--- config.mk ---
export PLATFORM = sky130hd
export DESIGN_NAME = msk_aes_mc_serial
export DESIGN_NICKNAME = d
export VERILOG_FILES = /design/src/rtl/smaesh_mc_pkg.sv /design/src/rtl/msk_aes_mc_col_dual.sv /design/src/rtl/msk_aes_mc_serial.sv
export SDC_FILE = /design/constraint.sdc
export NUM_CORES = 1
export LEC_CHECK = 0
export CORE_AREA = 5 5 197 199
export CTS_CLUSTER_SIZE = 24
export DETAILED_ROUTE_END_ITERATION = 12
export DIE_AREA = 0 0 202 204
export PLACE_DENSITY_LB_ADDON = 0.08
export SLEW_MARGIN = 40
export SYNTH_ARGS = -nofsm -noshare
export SYNTH_HDL_FRONTEND = slang
export SYNTH_SLANG_ARGS = --single-unit
--- constraint.sdc ---
create_clock -name clk -period 4.7 [get_ports clk]
set_input_delay 1.175 -clock clk [delete_from_list [all_inputs] [get_ports clk]]
set_output_delay 1.175 -clock clk [all_outputs]
set_load 0.01 [all_outputs]
--- src/rtl/smaesh_mc_pkg.sv ---
// smaesh_mc_pkg: shared types, constants and GF(2^8) helpers for the masked MixColumns engine
package smaesh_mc_pkg;

    typedef enum logic [1:0] {
        IDLE = 2'd0,
        BUSY = 2'd1,
        DONE = 2'd2
    } mc_state_e;

    localparam int COL_W = 32;

    // Matrix row 0 coefficients, one nibble per column offset (offset 0 in the top nibble)
    localparam logic [15:0] FWD_COEF = 16'h2311;
    localparam logic [15:0] INV_COEF = 16'hEBD9;

    // Multiply by x modulo x^8+x^4+x^3+x+1
    function automatic logic [7:0] xtime(input logic [7:0] a);
        return {a[6:0], 1'b0} ^ (a[7] ? 8'h1b : 8'h00);
    endfunction

    // Multiply by a constant of at most 4 bits, built from repeated xtime
    function automatic logic [7:0] gmul(input logic [7:0] a, input logic [3:0] k);
        logic [7:0] a2, a4, a8;
        a2 = xtime(a);
        a4 = xtime(a2);
        a8 = xtime(a4);
        return ({8{k[0]}} & a) ^ ({8{k[1]}} & a2) ^ ({8{k[2]}} & a4) ^ ({8{k[3]}} & a8);
    endfunction

endpackage

--- src/rtl/msk_aes_mc_col_dual.sv ---
// msk_aes_mc_col_dual: one unshared 32-bit column through MixColumns or InvMixColumns
module msk_aes_mc_col_dual
    import smaesh_mc_pkg::*;
(
    input  logic             inverse,
    input  logic [COL_W-1:0] col_i,
    output logic [COL_W-1:0] col_o
);

    // Each output row is the row-0 coefficient vector rotated by the row index
    always_comb begin
        col_o = '0;
        for (int r = 0; r < 4; r++) begin
            for (int o = 0; o < 4; o++) begin
                col_o[8*r +: 8] = col_o[8*r +: 8] ^ gmul(col_i[8*((r+o)%4) +: 8],
                    inverse ? INV_COEF[4*(3-o) +: 4] : FWD_COEF[4*(3-o) +: 4]);
            end
        end
    end

endmodule

--- src/rtl/msk_aes_mc_serial.sv ---
// msk_aes_mc_serial: masked column-serial (Inv)MixColumns; SMAESH_MC_BYPASS_EN adds a rotate-only bypass
module msk_aes_mc_serial
    import smaesh_mc_pkg::*;
#(
    parameter int d = 2,
    parameter int C = 1
) (
    input  logic           clk,
    input  logic           rst_n,
    input  logic           in_valid,
    output logic           in_ready,
    input  logic           in_inverse,
    input  logic [128*d-1:0] in_data,
`ifdef SMAESH_MC_BYPASS_EN
    input  logic           in_bypass,
`endif
    output logic           out_valid,
    input  logic           out_ready,
    output logic [128*d-1:0] out_data
);

    localparam int W  = 128 * d;
    localparam int SW = COL_W * d * C;
    localparam int CW = (C >= 4) ? 1 : $clog2(4 / C);
    localparam logic [CW-1:0] LAST = CW'(4 / C - 1);

    if (!(C == 1 || C == 2 || C == 4)) begin : g_bad_c
        $error("msk_aes_mc_serial: C must be 1, 2 or 4");
    end

    mc_state_e     state_q, state_d;
    logic [CW-1:0] cnt_q, cnt_d;
    logic [W-1:0]  buf_q, buf_d;
    logic          inv_q, inv_d;
    logic [SW-1:0] mix_w, xf_w;
    logic [W-1:0]  rot_w;
    logic          accept;

    assign in_ready  = (state_q == IDLE) || (state_q == DONE && out_ready);
    assign accept    = in_valid && in_ready;
    assign out_valid = (state_q == DONE);
    assign out_data  = buf_q;

    // Split each low column into its shares, transform each share alone, and re-interleave
    for (genvar c = 0; c < C; c++) begin : g_col
        for (genvar s = 0; s < d; s++) begin : g_sh
            logic [COL_W-1:0] sh_i, sh_o;
            for (genvar b = 0; b < COL_W; b++) begin : g_bit
                assign sh_i[b] = buf_q[COL_W*d*c + 8*d*(b/8) + d*(b%8) + s];
                assign mix_w[COL_W*d*c + 8*d*(b/8) + d*(b%8) + s] = sh_o[b];
            end
            msk_aes_mc_col_dual u_col (
                .inverse (inv_q),
                .col_i   (sh_i),
                .col_o   (sh_o)
            );
        end
    end

`ifdef SMAESH_MC_BYPASS_EN
    logic byp_q, byp_d;
    assign xf_w = byp_q ? buf_q[SW-1:0] : mix_w;
`else
    assign xf_w = mix_w;
`endif

    // Transformed columns re-enter at the top so the state is back in order after 4/C steps
    if (C >= 4) begin : g_rot_full
        assign rot_w = xf_w;
    end else begin : g_rot_part
        assign rot_w = {xf_w, buf_q[W-1:SW]};
    end

    // Next-state logic: load on accept, rotate while busy, release on consumer handshake
    always_comb begin
        state_d = state_q;
        cnt_d   = cnt_q;
        buf_d   = buf_q;
        inv_d   = inv_q;
`ifdef SMAESH_MC_BYPASS_EN
        byp_d   = byp_q;
`endif
        if (accept) begin
            state_d = BUSY;
            cnt_d   = '0;
            buf_d   = in_data;
            inv_d   = in_inverse;
`ifdef SMAESH_MC_BYPASS_EN
            byp_d   = in_bypass;
`endif
        end else if (state_q == BUSY) begin
            buf_d   = rot_w;
            cnt_d   = cnt_q + 1'b1;
            state_d = (cnt_q == LAST) ? DONE : BUSY;
        end else if (state_q == DONE && out_ready) begin
            state_d = IDLE;
        end
    end

    // State registers with asynchronous clear
    always_ff @(posedge clk or negedge rst_n) begin
        if (!rst_n) begin
            state_q <= IDLE;
            cnt_q   <= '0;
            buf_q   <= '0;
            inv_q   <= 1'b0;
        end else begin
            state_q <= state_d;
            cnt_q   <= cnt_d;
            buf_q   <= buf_d;
            inv_q   <= inv_d;
        end
    end

`ifdef SMAESH_MC_BYPASS_EN
    // Bypass flag register, latched alongside the mode bit
    always_ff @(posedge clk or negedge rst_n) begin
        if (!rst_n) begin
            byp_q <= 1'b0;
        end else begin
            byp_q <= byp_d;
        end
    end
`endif

endmodule

==> flow_metrics.py <==
metrics = {
    "timing": {
        "whs_ps": 497.6,
        "finClkSkew_ps": 13.41,
        "period_share": 0.8156,
        "finalHoldViolations": 0,
        "finalSetupViolations": 0,
        "rsz0062_at_grt": "no",
        "min_period_ps": 3833,
        "max_slew_margin": 0.4150,
        "tns_ps": 0,
        "final-max-slew-violation-count": 0,
        "max_freq_mhz": 260.9,
        "worst_pin_slew_ps": 872.0,
    },
    "yosys": {
        "yosysSeqAreaShare": 0.3980,
        "synth-edff-count": 0,
        "synth-main-ff-cell": "dfrtp_1",
        "ys_warn_count": 0,
        "yosys.area.top_type": "dfrtp_1",
        "syn_inst": 1794,
        "syn-cell-area_mm2": 0.01641,
        "postSynth.asyncResetShare": 1.000,
        "synth_area_per_cell_um2": 9.147,
        "synth.distinct_cells": 38,
        "syn_nets": 2056,
        "yosys-top-cells-count": "nand2_1 (505), xnor2_1 (288), dfrtp_1 (261)",
        "ys_top_cells_by_area": "dfrtp_1 (40%), xnor2_1 (15%), nand2_1 (12%), a22oi_1 (6.4%), xnor3_1 (4.8%)",
        "ys_ff_latch": 261,
        "synth.top_cell.area_share": 0.3980,
        "yosysMostFrequentCell": "nand2_1",
    },
    "route": {
        "met3WireLength_um": 4151,
        "wl_met1_um": 25900,
        "drc": 0,
        "vias": 14743,
        "routed.top_layer": "met4",
        "initialDrtViolationCount": 1016,
        "wl_met2_um": 32500,
        "routed_wl_um": 64230,
        "dr.pass1.iters": 5,
        "wl_per_cell_um": 23.65,
        "viasPerCell": 5.428,
        "drtAntennaViolNets": 0,
    },
    "global_route": {
        "grt_pass1_vias": 15143,
        "grt-ovfl-total": 0,
        "grt_use_total": 0.3004,
        "antenna_found_initial": 4,
        "grt_max_degree": 145,
        "grt_pass1_wl_um": 96100,
    },
    "setup_path": {
        "reg2reg_to": "out_data[196]",
        "path_delay_family": "buffers and inverters",
        "worst-setup-path-type": "in -> out",
        "slowest_delay_ps": 620,
        "crit_buf_inv": 3,
        "reg2reg_from": "inv_q",
        "cp_common_cell": "clkdlybuf4s50_1",
        "cp.required_ps": 3520,
        "end_kind": "output pin",
        "start_kind": "primary input",
        "cpMaxStageDelayCell": "clkdlybuf4s50_1",
        "crit_arrival_ps": 2660,
        "cp_cell_sequence": "clkdlybuf4s50_1 -> inv_1 -> a21oi_1 -> clkdlybuf4s50_1",
        "r2r_slack_ps": 1330,
        "worstPathMaxFanout": 4,
        "r2r_cells": 7,
    },
    "clock_network": {
        "cts_buffer_depth": 3,
        "cts_buffers": 30,
        "clk_pin_slew_ps": 60,
        "cts_resized": 0,
        "cts-root-buf": "clkbuf_16",
        "cts.hold.buffers_added": 0,
        "cts_max_level": 1,
        "clock_sink_count": 261,
        "cts_tree": "yes",
        "clk_latency_ps": 570,
        "postCtsSetupBuffers": 0,
    },
    "finish": {
        "finalNetCount": 2477,
        "area_delta_synth_final_pct": 39.59,
        "instances_no_fill": 2716,
        "drive_gt1_frac": 0.04381,
    },
    "run": {
        "cap_violations": 0,
    },
    "run_status": {
        "outcome": "finished, final reports clean",
    },
    "floorplan": {
        "dieArea_mm2": 0.04121,
        "io_pins": 519,
        "die_h_um": 204,
        "core_mm2": 0.03704,
        "initial_core_util": 0.4430,
        "die_w_um": 202,
        "row_count": 71,
    },
    "placement": {
        "hpwl_um": 48130,
        "gp_congestion": 0.9378,
        "placedCellCount": 2656,
        "port-buffer-count": 518,
    },
    "hold_path": {
        "min_path_type": "in -> async",
    },
}
==> layout make-up <==
| class | count | area (µm²) |
|---|---|---|
| multi-input cells | 1377 | 9236 |
| flip-flops and latches | 261 | 6533 |
| inverters | 3 | 11.26 |
| repair buffers | 542 | 5456 |
| well taps | 474 | 593.1 |
| clock inverters | 11 | 162.7 |
| diodes | 5 | 12.51 |
| clock buffers | 43 | 900.9 |
| fillers | 3193 | 14140 |
==> layout by cell type (no fill, tap or decap), drive strengths merged, types with 6 or more instances in the layout <==
cell,count
clkdlybuf4s50,517
nand2,506
xnor2,294
dfrtp,261
a22oi,140
nor2,111
xor2,93
a31oi,80
o21ai,45
clkbuf,43
xnor3,37
buf,25
mux2i,22
xor3,12
a21oi,8
clkinv,7
and3,6
a21o,6
==> state kept, by name, indices dropped and copies added (netlist names) <==
name,count
out_data,256
cnt_q,2
state_q,2
inv_q,1
==> per-layer routing <==
metal  global-route usage  vias up
met5                    0        -
met4              0.07983        0
met3              0.05522       93
met2               0.5268      571
met1               0.3844     7339
li1                     -     6740
==> worst max path at each step <==
stage	startpoint	end	slack [ps]	depth (start not counted)
after floorplan	out_ready	out_data[40]	1970	8
after global placement	out_ready	in_ready	870	4
after detailed placement	out_ready	in_ready	870	4
after CTS	out_ready	in_ready	870	4
after global routing	out_ready	in_ready	780	4
final	out_ready	in_ready	870	4
==> kinds of logic after synthesis <==
| group | after synthesis | synth area share |
|---|---|---|
| compound gates | 285 | 0.1163 |
| xor+xnor | 436 | 0.2821 |
| fa+ha+maj | 1 | 0.0007624 |
| buf+inv | 156 | 0.04156 |
| flops | 261 | 0.3980 |
| mux | 23 | 0.01411 |
| simple gates | 632 | 0.1472 |
==> stage by stage <==
stage	area [µm²]	setup WS (ps)	util
2_1_floorplan	16410	1967	-
3_3_place_gp	21750	870.0	0.5872
3_5_place_dp	21810	872.3	0.5887
4_1_cts	22870	872.0	0.6175
5_1_grt	22900	784.2	0.6183
6_report	22910	866.6	0.6183
Power is left out: the tool's default activity adds up to more than one toggle a clock period on the data nets, which glitch-free logic cannot reach.
